==> src/rtl/cvxif_copro_resp.sv <==
// CV-X-IF coprocessor responder: decodes custom-3 instructions, keeps them in an
// in-order in-flight queue, executes at the head and returns results under commit/kill.
module cvxif_copro_resp #(
  parameter int X_NUM_RS      = 2,
  parameter int TRANS_ID_BITS = 3,
  parameter int XLEN          = 32,
  parameter int QUEUE_DEPTH   = 4,
  parameter int MULTI_LAT     = 4
) (
  input  logic                       clk_i,
  input  logic                       rst_i,
  input  logic                       x_issue_valid_i,
  output logic                       x_issue_ready_o,
  input  logic [31:0]                x_issue_instr_i,
  input  logic [TRANS_ID_BITS-1:0]   x_issue_id_i,
  input  logic [X_NUM_RS*XLEN-1:0]   x_issue_rs_i,
  input  logic [X_NUM_RS-1:0]        x_issue_rs_valid_i,
  output logic                       x_issue_accept_o,
  output logic                       x_issue_writeback_o,
  input  logic                       x_commit_valid_i,
  input  logic [TRANS_ID_BITS-1:0]   x_commit_id_i,
  input  logic                       x_commit_kill_i,
  output logic                       x_result_valid_o,
  input  logic                       x_result_ready_i,
  output logic [TRANS_ID_BITS-1:0]   x_result_id_o,
  output logic [XLEN-1:0]            x_result_data_o,
  output logic [4:0]                 x_result_rd_o,
  output logic                       x_result_we_o,
  output logic                       x_result_exc_o,
  output logic [5:0]                 x_result_exccode_o,
  output logic                       busy_o
);

  localparam int PW = $clog2(QUEUE_DEPTH);
  localparam int CW = PW + 1;
  localparam int LW = $clog2(MULTI_LAT) + 1;

  typedef enum logic [1:0] {OP_ADD, OP_MULTI, OP_EXC, OP_NOP} op_e;

  logic [PW-1:0]            head_q, tail_q;
  logic [CW-1:0]            count_q;
  logic [LW-1:0]            cnt_q, cnt_d;
  logic                     vld_q  [QUEUE_DEPTH];
  logic                     cmt_q  [QUEUE_DEPTH];
  logic                     kill_q [QUEUE_DEPTH];
  logic [TRANS_ID_BITS-1:0] id_q   [QUEUE_DEPTH];
  logic [4:0]               rd_q   [QUEUE_DEPTH];
  logic [4:0]               excf_q [QUEUE_DEPTH];
  op_e                      op_q   [QUEUE_DEPTH];
  logic [XLEN-1:0]          rs1_q  [QUEUE_DEPTH];
  logic [XLEN-1:0]          rs2_q  [QUEUE_DEPTH];

  logic                     res_valid_q, res_we_q, res_exc_q;
  logic [TRANS_ID_BITS-1:0] res_id_q;
  logic [XLEN-1:0]          res_data_q;
  logic [4:0]               res_rd_q;
  logic [5:0]               res_exccode_q;

  logic dec_ok, dec_wb, push, pop, drop, retire, head_vld, head_done, res_take, new_cmt;
  op_e  dec_op;
  logic unused_instr_bits;

  assign unused_instr_bits = ^x_issue_instr_i[19:15];

  always_comb begin
    dec_ok = 1'b0;
    dec_wb = 1'b0;
    dec_op = OP_NOP;
    if (x_issue_instr_i[6:0] == 7'h7B && x_issue_instr_i[14:12] == 3'b000) begin
      case (x_issue_instr_i[31:25])
        7'h00:   begin dec_ok = 1'b1; dec_wb = 1'b1; dec_op = OP_ADD;   end
        7'h01:   begin dec_ok = 1'b1; dec_wb = 1'b1; dec_op = OP_MULTI; end
        7'h02:   begin dec_ok = 1'b1; dec_wb = 1'b0; dec_op = OP_EXC;   end
        7'h03:   begin dec_ok = 1'b1; dec_wb = 1'b0; dec_op = OP_NOP;   end
        default: begin dec_ok = 1'b0; dec_wb = 1'b0; dec_op = OP_NOP;   end
      endcase
    end else begin
      dec_ok = 1'b0;
    end
  end

  // Ready looks only at the registered count, so a same-cycle retire cannot reopen it.
  assign x_issue_ready_o     = !rst_i && (count_q != CW'(QUEUE_DEPTH)) && (&x_issue_rs_valid_i);
  assign push                = x_issue_valid_i && x_issue_ready_o && dec_ok;
  assign x_issue_accept_o    = push;
  assign x_issue_writeback_o = push && dec_wb;
  assign new_cmt             = x_commit_valid_i && (x_commit_id_i == x_issue_id_i);

  assign head_vld  = (count_q != '0);
  assign head_done = head_vld && (op_q[head_q] != OP_MULTI || cnt_q == LW'(MULTI_LAT - 1));
  assign res_take  = res_valid_q && x_result_ready_i;
  assign drop      = head_vld && kill_q[head_q];
  assign retire    = head_done && cmt_q[head_q] && !kill_q[head_q] && (!res_valid_q || res_take);
  assign pop       = drop || retire;

  always_comb begin
    cnt_d = cnt_q;
    if (pop || !head_vld) begin
      cnt_d = '0;
    end else if (cnt_q != LW'(MULTI_LAT - 1)) begin
      cnt_d = cnt_q + LW'(1);
    end else begin
      cnt_d = cnt_q;
    end
  end

  always_ff @(posedge clk_i or posedge rst_i) begin
    if (rst_i) begin
      cnt_q <= '0;
    end else begin
      cnt_q <= cnt_d;
    end
  end

  always_ff @(posedge clk_i or posedge rst_i) begin
    if (rst_i) begin
      head_q  <= '0;
      tail_q  <= '0;
      count_q <= '0;
      for (int i = 0; i < QUEUE_DEPTH; i++) begin
        vld_q[i]  <= 1'b0;
        cmt_q[i]  <= 1'b0;
        kill_q[i] <= 1'b0;
        id_q[i]   <= '0;
        rd_q[i]   <= '0;
        excf_q[i] <= '0;
        op_q[i]   <= OP_NOP;
        rs1_q[i]  <= '0;
        rs2_q[i]  <= '0;
      end
    end else begin
      for (int i = 0; i < QUEUE_DEPTH; i++) begin
        if (x_commit_valid_i && vld_q[i] && id_q[i] == x_commit_id_i) begin
          if (x_commit_kill_i) kill_q[i] <= 1'b1;
          else                 cmt_q[i]  <= 1'b1;
        end
      end
      if (pop) begin
        vld_q[head_q] <= 1'b0;
        head_q        <= head_q + PW'(1);
      end
      // A commit for the id being issued this cycle lands on the new entry.
      if (push) begin
        vld_q[tail_q]  <= 1'b1;
        cmt_q[tail_q]  <= new_cmt && !x_commit_kill_i;
        kill_q[tail_q] <= new_cmt && x_commit_kill_i;
        id_q[tail_q]   <= x_issue_id_i;
        rd_q[tail_q]   <= x_issue_instr_i[11:7];
        excf_q[tail_q] <= x_issue_instr_i[24:20];
        op_q[tail_q]   <= dec_op;
        rs1_q[tail_q]  <= x_issue_rs_i[XLEN-1:0];
        rs2_q[tail_q]  <= x_issue_rs_i[2*XLEN-1:XLEN];
        tail_q         <= tail_q + PW'(1);
      end
      count_q <= count_q + CW'(push) - CW'(pop);
    end
  end

  always_ff @(posedge clk_i or posedge rst_i) begin
    if (rst_i) begin
      res_valid_q   <= 1'b0;
      res_id_q      <= '0;
      res_data_q    <= '0;
      res_rd_q      <= '0;
      res_we_q      <= 1'b0;
      res_exc_q     <= 1'b0;
      res_exccode_q <= '0;
    end else if (retire) begin
      res_valid_q   <= 1'b1;
      res_id_q      <= id_q[head_q];
      res_rd_q      <= rd_q[head_q];
      res_we_q      <= (op_q[head_q] == OP_ADD) || (op_q[head_q] == OP_MULTI);
      res_data_q    <= ((op_q[head_q] == OP_ADD) || (op_q[head_q] == OP_MULTI)) ?
                       (rs1_q[head_q] + rs2_q[head_q]) : '0;
      res_exc_q     <= (op_q[head_q] == OP_EXC);
      res_exccode_q <= (op_q[head_q] == OP_EXC) ? {1'b0, excf_q[head_q]} : 6'd0;
    end else if (res_take) begin
      res_valid_q   <= 1'b0;
    end else begin
      res_valid_q   <= res_valid_q;
    end
  end

  assign x_result_valid_o   = res_valid_q;
  assign x_result_id_o      = res_id_q;
  assign x_result_data_o    = res_data_q;
  assign x_result_rd_o      = res_rd_q;
  assign x_result_we_o      = res_we_q;
  assign x_result_exc_o     = res_exc_q;
  assign x_result_exccode_o = res_exccode_q;
  assign busy_o             = head_vld || res_valid_q;

endmodule

==> config.mk <==
export PLATFORM = sky130hd
export DESIGN_NAME = cvxif_copro_resp
export DESIGN_NICKNAME = d
export VERILOG_FILES = /design/src/rtl/cvxif_copro_resp.sv
export SDC_FILE = /design/constraint.sdc
export NUM_CORES = 1
export LEC_CHECK = 0
export BUFFER_PORTS_ARGS = -buffer_cell sky130_fd_sc_hd__buf_2
export CORE_ASPECT_RATIO = 1.5
export CORE_MARGIN = 2
export CORE_UTILIZATION = 55
export CTS_CLUSTER_SIZE = 16
export DETAILED_ROUTE_END_ITERATION = 8
export PLACE_DENSITY = 0.75
export SYNTH_ARGS = -nofsm -noshare
export SYNTH_HDL_FRONTEND = slang
export SYNTH_SLANG_ARGS = --single-unit
==> constraint.sdc <==
create_clock -name clk_i -period 15.7 [get_ports clk_i]
set_clock_uncertainty 0.1 [all_clocks]
set_input_delay 0.785 -clock clk_i [delete_from_list [all_inputs] [get_ports clk_i]]
set_output_delay 0.785 -clock clk_i [all_outputs]
set_load 0.05 [all_outputs]
== Word level (Yosys, flattened, before mapping) ==
Index checks and enable logic that the tools add are counted.

* Register bits: 387
* Input port bits: 110
* Output and inout bits: 53
* Word-level logic and storage cells: 198

* Add/sub/neg operators: 6
* Magnitude comparators: 4
* Equal/unequal tests: 15
* Multiplexer cells: 76
* Bitwise operators: 5
* Reduce and logical (&&, ||, !) cells: 45

{| class="wikitable"
|+ Operator list
! cell !! count
|-
| $bwmux W128 || 2
|-
| $mux W32 || 6
|-
| $bmux W32 S2 || 2
|-
| $demux W32 S2 || 1
|-
| $bwmux W20 || 2
|-
| $add A32 B32 Y32 || 1
|-
| $mux W5 || 6
|-
| $mux W1 || 28
|-
| $logic_and A1 B1 Y1 || 25
|-
| $bmux W5 S2 || 2
|-
| $mux W4 || 4
|-
| $eq A3 B3 Y1 || 5
|-
| $mux W3 || 5
|-
| $eq A7 B2 Y1 const B || 2
|-
| $bwmux W12 || 1
|-
| $demux W5 S2 || 1
|-
| $bwmux W4 || 2
|-
| $bwmux W8 || 1
|-
| $mux W2 || 4
|-
| $eq A7 B1 Y1 const B || 1
|-
| $eq A7 B7 Y1 const B || 1
|-
| $logic_not A7 Y1 || 1
|-
| $bmux W3 S2 || 1
|-
| $demux W3 S2 || 1
|-
| 30 further kinds || 46
|}

== Depth between registers and ports, before layout ==
Gate-level depths: netlist of the first run.

* Depth after elaboration: 14
* Gate-level depth with buffers: 16
* Gate-level depth less buffers: 12

== Worst setup path after synthesis of the first run ==
Ideal clock, no wire load.

* Path type: input port to output port
* From: input port x_issue_rs_valid_i[0]
* To: output port x_issue_writeback_o
* Arrival time: 3.438 ns
* Path slack: 11.377 ns
* Stages: 4
* Buffers on the path: 0
* Cell sequence: nand2_1 a211oi_1 nand2_1 nor3_1

* Cells in the longest elaborated chain, start to end: 5

{| class="wikitable"
|+ RTL lines
! item !! line !! text
|-
| start, declared || 17 || <nowiki>input logic [X_NUM_RS-1:0] x_issue_rs_valid_i,</nowiki>
|-
| $reduce_and A2 Y1 || 83 || <nowiki>assign x_issue_ready_o = !rst_i && (count_q != CW'(QUEUE_DEPTH)) && (&x_issue_rs_valid_i);</nowiki>
|-
| $logic_and A1 B1 Y1 || 83 ||
|-
| named net x_issue_ready_o || 13 || <nowiki>output logic x_issue_ready_o,</nowiki>
|-
| $logic_and A1 B1 Y1 (2 in series) || 84 || <nowiki>assign push = x_issue_valid_i && x_issue_ready_o && dec_ok;</nowiki>
|-
| $logic_and A1 B1 Y1 || 86 || <nowiki>assign x_issue_writeback_o = push && dec_wb;</nowiki>
|-
| end, declared || 19 || <nowiki>output logic x_issue_writeback_o,</nowiki>
|}

The timed path passes the listed nets, and every way through them passes these cells.

== Final worst setup path of the first run ==
* From: register head_q[0]
* To: register res_data_q[31], in the netlist x_result_data_o[31]

* Cells in the longest elaborated chain, start to end: 10
* Elaborated cells on any way between the ends: 28
* Those cells by class: add/sub: 1; eq/ne: 2; mux: 16; bitwise: 1; reduce/logical: 8

{| class="wikitable"
|+ RTL lines
! item !! line !! text
|-
| start, declared || 40 || <nowiki>logic [PW-1:0] head_q, tail_q;</nowiki>
|-
| start signal, assigned || 140 || <nowiki>head_q <= head_q + PW'(1);</nowiki>
|-
| $not A2 Y3 (implied by the code) * || -- ||
|-
| branches (longest 9 deep; another with $add A32 B32 Y32) || -- ||
|-
| end signal, assigned || 173 || <nowiki>res_data_q <= ((op_q[head_q] == OP_ADD) || (op_q[head_q] == OP_MULTI)) ?</nowiki>
|-
| end, declared || 55 || <nowiki>logic [XLEN-1:0] res_data_q;</nowiki>
|}

Mark *: on every way between the ends. The select of a mux whose other input is x is not followed.
A chain may end at the register's enable or synchronous reset.

==> results of run 1 <==
## through the flow
step	hold WS, ps	cells	instance area [um^2]
floorplan	345	1312	18400
global placement	355	1823	19500
global route	377	1893	20800
finish	308	1893	20800
CTS	375	1890	20800
detailed placement	360	1823	19500
## layer usage
layer	vias to the layer above	global-route usage [%]	wire [um]
li1	5066	-	-
met5	-	0	0
met3	73	3.36	1630
met4	0	7.97	1210
met1	5798	29.9	16500
met2	222	39.9	20300
## cells by family (layout without fill, tap and decap cells)
logic type      Yosys count  after routing  synth area share [%]
buf+inv                  98            256                  2.42
compound gates          145            145                  5.41
fa+ha+maj                45             45                  3.14
simple gates            184            184                  4.51
mux                     405            405                  29.7
xor+xnor                 48             48                  2.28
other cells               1              4                0.0204
flops                   386            386                  52.6
## flip-flops by register name, summed over array words and instances (netlist names), 4 cells and up
name and count:
vld_q 4, rs1_q 128, id_q 12, x_result_data_o 32
op_q 8, cmt_q 4, x_result_exccode_o 5, kill_q 4
excf_q 20, rs2_q 128, rd_q 20, x_result_rd_o 5
## power groups by stage
stage          Clock (mW)  Combinational (mW)  Sequential, mW
2_1_floorplan           0              0.0196            1.01
3_3_place_gp            0              0.0455            1.01
3_5_place_dp            0              0.0473            1.01
4_1_cts             0.955              0.0474           0.995
5_1_grt             0.992              0.0530           0.994
6_report            0.934              0.0458           0.995
## synth_stat cells (all sizes together) (3+ instances only)
| cell type | n | area [um^2] |
|---|---|---|
| a31oi | 4 | 25.0 |
| nand2b | 7 | 43.8 |
| xor2 | 25 | 219 |
| a211o | 3 | 26.3 |
| a21o | 16 | 120 |
| inv | 23 | 86.3 |
| a211oi | 5 | 47.5 |
| nand3 | 13 | 65.1 |
| a21oi | 26 | 156 |
| clkbuf | 32 | 120 |
| dfrtp | 378 | 9460 |
| nand4 | 7 | 43.8 |
| a22o | 3 | 26.3 |
| mux2i | 4 | 40.0 |
| o21bai | 6 | 48.8 |
| buf | 43 | 239 |
| o31ai | 9 | 72.6 |
| dfstp | 8 | 210 |
| nor2 | 27 | 109 |
| mux4 | 80 | 1800 |
| o21a | 5 | 37.5 |
| or3 | 4 | 25.0 |
| ha | 43 | 538 |
| nand2 | 94 | 353 |
| mux2 | 321 | 3610 |
| xnor2 | 23 | 201 |
| nor3 | 18 | 90.1 |
| o21ai | 50 | 254 |
## path summary, 6_finish.rpt
kind	startpoint	endpoint	slack (ps)	depth (start not counted)
min in group clk_i	x_result_data_o[20]	x_result_data_o[20]	370	2
hold / removal	rst_i	x_result_valid_o	310	2
max in group asynchronous	rst_i	rs2_q[119]	12810	4
setup / recovery	head_q[0]	x_result_data_o[31]	11040	11
hold reg to reg	x_result_data_o[20]	x_result_data_o[20]	370	2
setup reg to reg	head_q[0]	x_result_data_o[31]	11040	11
## layout by cell type (no fill, tap or decap), types with 8 or more instances in the layout
cell	synthesis	routed
a21o_1	16	15
inv_1	23	22
nand2_1	94	90
dfstp_2	8	8
clkbuf_16	0	41
a21oi_1	23	23
dfrtp_1	378	376
xor2_1	25	25
buf_2	32	156
nor3_1	18	18
mux2_2	321	321
xnor2_1	23	23
ha_1	43	43
nor2_1	24	24
mux4_2	80	80
o21ai_0	49	49
o31ai_1	8	8
buf_4	2	9
nand3_1	13	13
## layout make-up
class	count	area, um^2
tap	420	526
clock buffer	55	1150
clock inverter	12	143
fill	2563	12400
timing repair buffer	166	868
antenna	3	7.51
multi-input combinational	828	8320
sequential	386	9680
inverter	23	93.8
==> results.yml, run 1 <==
outcome:
  status: "complete, no violations"
synthesis:
  synth_nets: 1467
  syn-instance-count: 1312
  synth_ff_type: "dfrtp_1"
  syn_area_mm2: 0.0184
  ys_seq_elements: 386
  syn_avg_cell_area_um2: 14.0
  async_flop_share_pct: 100
  seq_area_frac_synth_pct: 52.6
  yosys_warnings: 0
  synth.distinct_cells: 67
  synth-edff-count: 0
die:
  die_height_um: 228
  dieArea_mm2: 0.0350
  core_mm2: 0.0331
  die_w_um: 153
  rows: 82
  start_util_pct: 55.5
  io_pins: 163
global_route:
  grt_use_total_pct: 23.1
  antenna_found_initial: 3
  overflow: 0
  grt_max_degree: 178
  first_global_vias: 12100
  grt_pass1_wl_um: 64600
cts:
  post-cts-setup-buffers: 0
  cts.clk_slew.worst_paths_ps: 60
  clk_path_buf_depth: 3
  insertion_delay_ps: 530
  cts_made_buffers: 38
  cts_resized: 0
  cts_hold_buf: 0
  cts_root_buf: "clkbuf_16"
  cts_sinks: 386
  cts_tree: "done"
  h-tree-depth: 2
timing:
  setup_viol: 0
  fin_setup_tns_ps: 0
  finalHoldViolCount: 0
  rsz0062_at_grt: "no"
  period_minus_slack_ps: 4660
  worst_slack_ps: 11040
  max-slew-margin-rel_pct: 34.1
  fmax_mhz: 215
  period_share_pct: 29.7
  worst-slew-pin-transition_ps: 988
  maxSlewViolCount: 0
finish:
  final_nets: 1598
  syn_to_final_growth_pct: 12.9
  utilization_pct: 62.7
  drive_gt1_share_pct: 44.9
routing:
  antenna_left: 0
  wl_per_cell_um: 20.9
  drtIter0Drc: 600
  totalWireLength_um: 39600
  vias: 11200
  via_per_inst: 5.89
  drc_errors: 0
  first_pass_iters: 4
hold_path:
  hold_path_class: "primary input to async pin"
setup_path:
  crit_type: "flip-flop to flip-flop"
  cpLargestDelayFamily: "compound AO/OA/AOI/OAI gates"
  crit_fanout: 40
  worst_setup_path_end_kind: "flip-flop"
  slowest_delay_ps: 740
  slowest_stage: "buf_4"
  path_cells: "buf_4 > mux4_2 > ha_1 > a211oi_1 > nor2_1 > a41o_1 > a21oi_1 > o31ai_1 > a221oi_2 > xnor2_1 > o31ai_2"
  arrival_ps: 4990
  critical_path_buf_inv_count: 1
  required_ps: 16040
  start_kind: "flip-flop"
power_and_ir_drop:
  switchingPower_mw: 0.409
  clkPwrFrac_pct: 47.3
  powerDensity_mw_per_mm2: 95.0
  peakVddDrop_mv: 0.0795
  p_leak_nw: 10.5
  swShare_pct: 20.7
  p_seq_share_pct: 50.4
  power_frac_comb_pct: 2.3
  internal_power_mw: 1.57
  power_mw: 1.97
placement:
  io_buffers: 156
  place_ws_ps: 11000
  post-dp-hpwl_um: 25700
  gp_congestion: 0.860
job:
  cap_violations: 0
(Power assumes the default switching activity.)
==> run 2, diff against run 1 <==
==> constraint.sdc (replaced) <==
create_clock -name clk_i -period 4.6 [get_ports clk_i]
set_clock_uncertainty 0.1 [all_clocks]
set_input_delay 0.23 -clock clk_i [delete_from_list [all_inputs] [get_ports clk_i]]
set_output_delay 0.23 -clock clk_i [all_outputs]
set_load 0.05 [all_outputs]
==> run 2 against run 1 <==
Effect of this change:
- fmax grew 16%
- non-clock buffer count grew 98
- via count grew 4.1%
- cell area is 4.4% higher
- first-iteration DRC count up 16%
- sequential power grew to 3.4 times the previous value
- power rose to 3.4 times the previous value
- die area unchanged
- worst setup slack worse by 10000 ps
- largest power group unchanged
==> results.yml, run 2 (synthesis results as in run 1) <==
setup_path:
  crit_fanout: 23
  r2r_setup_slack_ps: 580
  worst_setup_path_end_kind: "flip-flop"
  arrival_ps: 4390
  required_ps: 4970
  reg2reg_from: "head_q[1]"
  timing.rr.end: "x_result_data_o[30]"
  r2r_cells: 12
  crit_type: "flip-flop to flip-flop"
  start_kind: "flip-flop"
job:
  cap_violations: 0
placement:
  place_ws_ps: 626
  place_area_mm2: 0.0197
  gp_congestion: 0.860
  io_buffers: 156
  post-dp-hpwl_um: 26900
die:
  core_mm2: 0.0331
  die_height_um: 228
  rows: 82
  io_pins: 163
  dieArea_mm2: 0.0350
  die_w_um: 153
  start_util_pct: 55.5
routing:
  drc_errors: 0
  first_pass_iters: 4
  antenna_left: 0
  via_per_inst: 5.85
  wl_per_cell_um: 20.6
  totalWireLength_um: 40900
  drtIter0Drc: 693
  vias: 11600
finish:
  antenna_cells: 0
  drive_gt1_share_pct: 42.8
  nFillCells: 2387
  final_nets: 1696
  final_common_cell: "dfrtp_1"
  syn_to_final_growth_pct: 17.9
  final_cell_mix: "dfrtp_1, mux2_2, buf_2"
  fin_area_mm2: 0.0217
power_and_ir_drop:
  power_frac_comb_pct: 3.3
  clkPwrFrac_pct: 45.6
  switchingPower_mw: 1.41
  power_mw: 6.64
  internal_power_mw: 5.24
  p_seq_share_pct: 51.1
  p_leak_nw: 10.9
  powerDensity_mw_per_mm2: 306
  swShare_pct: 21.1
  peakVddDrop_mv: 0.236
global_route:
  grt_pass1_wl_um: 66400
  first_global_vias: 12600
  grt_max_degree: 177
  overflow: 0
  antenna_found_initial: 0
  grt_use_total_pct: 23.7
timing:
  fmax_mhz: 249
  finalHoldViolCount: 0
  maxSlewViolCount: 0
  period_minus_slack_ps: 4020
  max-slew-margin-rel_pct: 33.2
  period_share_pct: 87.4
  worst-slew-pin-transition_ps: 1000
  rsz0062_at_grt: "no"
  setup_viol: 0
  worst_slack_ps: 581
  holdWs_ps: 101
hold_path:
  worstHoldStart: "x_issue_valid_i"
  whs_endpoint: "tail_q[0]"
  whs_path_depth: 4
  hold_path_class: "primary input to flip-flop"
cts:
  post-cts-setup-buffers: 0
  cts_sinks: 386
  cts_tree: "done"
  cts_made_buffers: 38
  clk_path_buf_depth: 3
  cts_root_buf: "clkbuf_16"
  cts.clk_slew.worst_paths_ps: 60
  insertion_delay_ps: 540
  h-tree-depth: 2
outcome:
  status: "complete, no violations"
[run 2: area by class of cell]
type / instances / area, um^2 / area share, %
well taps: 420 / 526 / 2.42
clock buffers: 63 / 1190 / 5.47
repair buffers: 264 / 1870 / 8.63
multi-input cells: 828 / 8320 / 38.3
clock inverters: 4 / 23.8 / 0.110
inverters: 23 / 90.1 / 0.415
flip-flops and latches: 386 / 9680 / 44.6
[run 2: per-layer routing]
metal,GRT usage [%],share of wire (%)
met5,0,0
met4,8.74,3.1
met3,2.87,3.7
met2,41.3,51
met1,30.6,42
[run 2: worst max path at each step]
stage / depth (start not counted) / end / from
5_1_grt: 12 / x_result_data_o[22] / head_q[0]
3_5_place_dp: 11 / x_result_data_o[29] / head_q[0]
6_report: 12 / x_result_data_o[30] / head_q[1]
4_1_cts: 11 / x_result_data_o[29] / head_q[0]
3_3_place_gp: 11 / x_result_data_o[29] / head_q[0]
2_1_floorplan: 1 / cmt_q[0] / rst_i
[run 2: critical path, cell delays in order, from the launching register on]
cell     delay [ps]
dfrtp_4         690
buf_12          220
buf_4           260
mux4_2          390
ha_1            430
a21o_1          190
a21o_1          190
a21oi_1         360
o21ai_0         180
a31oi_1         410
nand3_1         120
or3_1           320
nand3_1          70
[run 2: timing repair]
action                                 CTS  global route
gates resized for setup                  0             0
endpoints found under the hold margin  542             0
hold buffers                            82             0
[run 2: power groups by stage]
stage          Combinational, mW  Clock, mW  Sequential (mW)
2_1_floorplan             0.0673          0             3.46
3_3_place_gp               0.161          0             3.46
3_5_place_dp               0.165          0             3.46
4_1_cts                    0.222       3.09             3.40
5_1_grt                    0.244       3.23             3.39
6_report                   0.217       3.03             3.40
[run 2: stage by stage]
| step | instances | util, % | TNS [ps] |
|---|---|---|---|
| after floorplan | 1312 | - | -345270 |
| after global placement | 1839 | 59.3 | 0 |
| after detailed placement | 1839 | 59.3 | 0 |
| after CTS | 1988 | 65.4 | 0 |
| after global routing | 1988 | 65.4 | 0 |
| final | 1988 | 65.4 | 0 |
==> run 3, diff against run 2 <==
--- a/config.mk
+++ b/config.mk
@@ -8,10 +8,10 @@
 export BUFFER_PORTS_ARGS = -buffer_cell sky130_fd_sc_hd__buf_2
 export CORE_ASPECT_RATIO = 1.5
 export CORE_MARGIN = 2
-export CORE_UTILIZATION = 55
+export CORE_UTILIZATION = 54
 export CTS_CLUSTER_SIZE = 16
 export DETAILED_ROUTE_END_ITERATION = 8
-export PLACE_DENSITY = 0.75
+export PLACE_DENSITY = 0.76
 export SYNTH_ARGS = -nofsm -noshare
 export SYNTH_HDL_FRONTEND = slang
 export SYNTH_SLANG_ARGS = --single-unit
==> constraint.sdc (replaced) <==
create_clock -name clk_i -period 3.3 [get_ports clk_i]
set_clock_uncertainty 0.1 [all_clocks]
set_input_delay 0.165 -clock clk_i [delete_from_list [all_inputs] [get_ports clk_i]]
set_output_delay 0.165 -clock clk_i [all_outputs]
set_load 0.05 [all_outputs]
==> run 3 against run 2 <==
Effect of this change:
- the run now ends with setup timing left
- sequential cell count is the same
- final cell count grew 5.4%
- worst setup slack lost 680 ps
- highest routed layer unchanged
==> results.yml, run 3 (synthesis results as in run 1) <==
cts:
  cts_root_buf: "clkbuf_16"
  insertion_delay_ps: 540
  clk_path_buf_depth: 3
  cts_tree: "done"
  cts.clk_slew.worst_paths_ps: 60
  cts_sinks: 386
  h-tree-depth: 2
  cts_made_buffers: 39
setup_path:
  crit_cells: 12
  required_ps: 3660
  slowest_delay_ps: 540
  crit_type: "flip-flop to flip-flop"
  r2r_cells: 12
  slowest_stage: "mux4_2"
  start_kind: "flip-flop"
  crit_fanout: 8
  critical_path_buf_inv_count: 2
  worst_setup_path_end_kind: "flip-flop"
  arrival_ps: 3760
  path_cells: "buf_12 > buf_12 > mux4_2 > ha_4 > a21oi_4 > o21ai_2 > or3_4 > a311oi_4 > nor3_2 > a211o_1 > a211o_1 > o211ai_2"
  cpLargestDelayFamily: "compound AO/OA/AOI/OAI gates"
finish:
  final_cell_mix: "dfrtp_1, mux2_2, buf_2"
  syn_to_final_growth_pct: 26.9
  antenna_cells: 0
  utilization_pct: 69.8
  final_nets: 1801
  multi_input_area_mm2: 0.00880
  final_common_cell: "dfrtp_1"
  nFillCells: 2228
  stdcell_count: 2095
  drive_gt1_share_pct: 50.1
  seq_area_mm2: 0.00968
  fin_area_mm2: 0.0233
timing:
  period_minus_slack_ps: 3400
  fmax_mhz: 294
  period_share_pct: 103
  maxSlewViolCount: 0
  finalHoldViolCount: 0
  holdWs_ps: 91.7
  setup_viol: 6
  worst-slew-pin-transition_ps: 809
  worst_slack_ps: -100
  max-slew-margin-rel_pct: 45.5
  rsz0062_at_grt: "yes"
placement:
  gp_congestion: 0.844
  place_area_mm2: 0.0205
  io_buffers: 156
  post-dp-hpwl_um: 28100
  dp.cells: 1920
global_route:
  first_global_vias: 13300
  grt_pass1_wl_um: 71000
  overflow: 0
  grt_use_total_pct: 25.3
  antenna_found_initial: 0
  grt_max_degree: 121
power_and_ir_drop:
  swShare_pct: 21.0
  powerDensity_mw_per_mm2: 416
  clkPwrFrac_pct: 48.0
  power_frac_comb_pct: 3.2
  power_mw: 9.71
  switchingPower_mw: 2.04
  p_seq_share_pct: 48.7
  p_leak_nw: 11.6
  internal_power_mw: 7.68
  peakVddDrop_mv: 0.500
outcome:
  violations: "setup timing"
  status: "complete, but fails checks"
routing:
  wl_per_cell_um: 21.2
  drtIter0Drc: 665
  totalWireLength_um: 44400
  via_per_inst: 5.87
  drc_errors: 0
  first_pass_iters: 4
  vias: 12300
  antenna_left: 0
die:
  die_height_um: 230
  die_w_um: 155
  io_pins: 163
  rows: 82
  dieArea_mm2: 0.0356
  core_mm2: 0.0334
  start_util_pct: 55.0
hold_path:
  hold_path_class: "primary input to flip-flop"
  whs_path_depth: 5
job:
  cap_violations: 0
## run 3: cell types whose count changed in the layout (fill, tap and decap cells not counted), sizes merged
cell,change
buf,+104
clkbuf,-6
bufinv,+5
clkinvlp,+3
clkinv,+1
## run 3: worst paths after layout
| check | startpoint | end | slack [ps] |
|---|---|---|---|
| min | x_commit_valid_i | kill_q[1] | 90 |
| max | head_q[0] | x_result_data_o[29] | -100 |
| min in group asynchronous | rst_i | rs2_q[0] | 100 |
| max reg2reg | head_q[0] | x_result_data_o[29] | -100 |
| min reg2reg | x_result_data_o[18] | x_result_data_o[18] | 380 |
| max in group asynchronous | rst_i | rs2_q[79] | 2060 |
## run 3: worst register-to-register path, cell delays in order, from the launching register on
cell and delay [ps]:
dfrtp_4 490, buf_12 140, buf_12 140, mux4_2 550, ha_4 250, a21oi_4 150, o21ai_2 100, or3_4 400
a311oi_4 270, nor3_2 70, a211o_1 310, a211o_1 280, o211ai_2 70
## run 3: metrics by stage
stage,setup slack [ps],setup TNS [ps]
final,-100,-368
after global routing,-232,-1860
after CTS,-119,-493
after detailed placement,-219,-1340
after global placement,-158,-732
after floorplan,-2150,-818030
## run 3: routing by layer
metal / global-route usage [%] / part of all wire (%) / vias up / routed length (um)
li1: - / - / 5478 / -
met1: 30.3 / 39 / 6405 / 17400
met2: 45.8 / 53 / 345 / 23600
met3: 4.49 / 5.0 / 77 / 2200
met4: 8.97 / 2.9 / 0 / 1280
met5: 0 / 0 / - / 0
## run 3: layout make-up
type	count	area share (%)
Clock buffer	57	4.91
Clock inverter	13	0.895
Inverter	23	0.386
Multi-Input combinational cell	828	37.7
Sequential cell	386	41.5
Tap cell	420	2.25
Timing Repair Buffer	368	12.4
## run 3: power groups by stage
stage                     combinational, mW  clock (mW)  sequential [mW]
after detailed placement              0.241           0             4.82
after floorplan                      0.0941           0             4.82
final                                 0.314        4.67             4.73
after CTS                             0.319        4.75             4.73
after global routing                  0.350        4.94             4.73
after global placement                0.231           0             4.82
## run 3: timing repair
item,in CTS,in global routing
endpoints found under the setup margin,17,19
pin swaps,13,16
hold buffers,82,0
buffers inserted,15,7
hold endpoints to repair,405,0
gates resized for setup,35,45
cloned,2,0
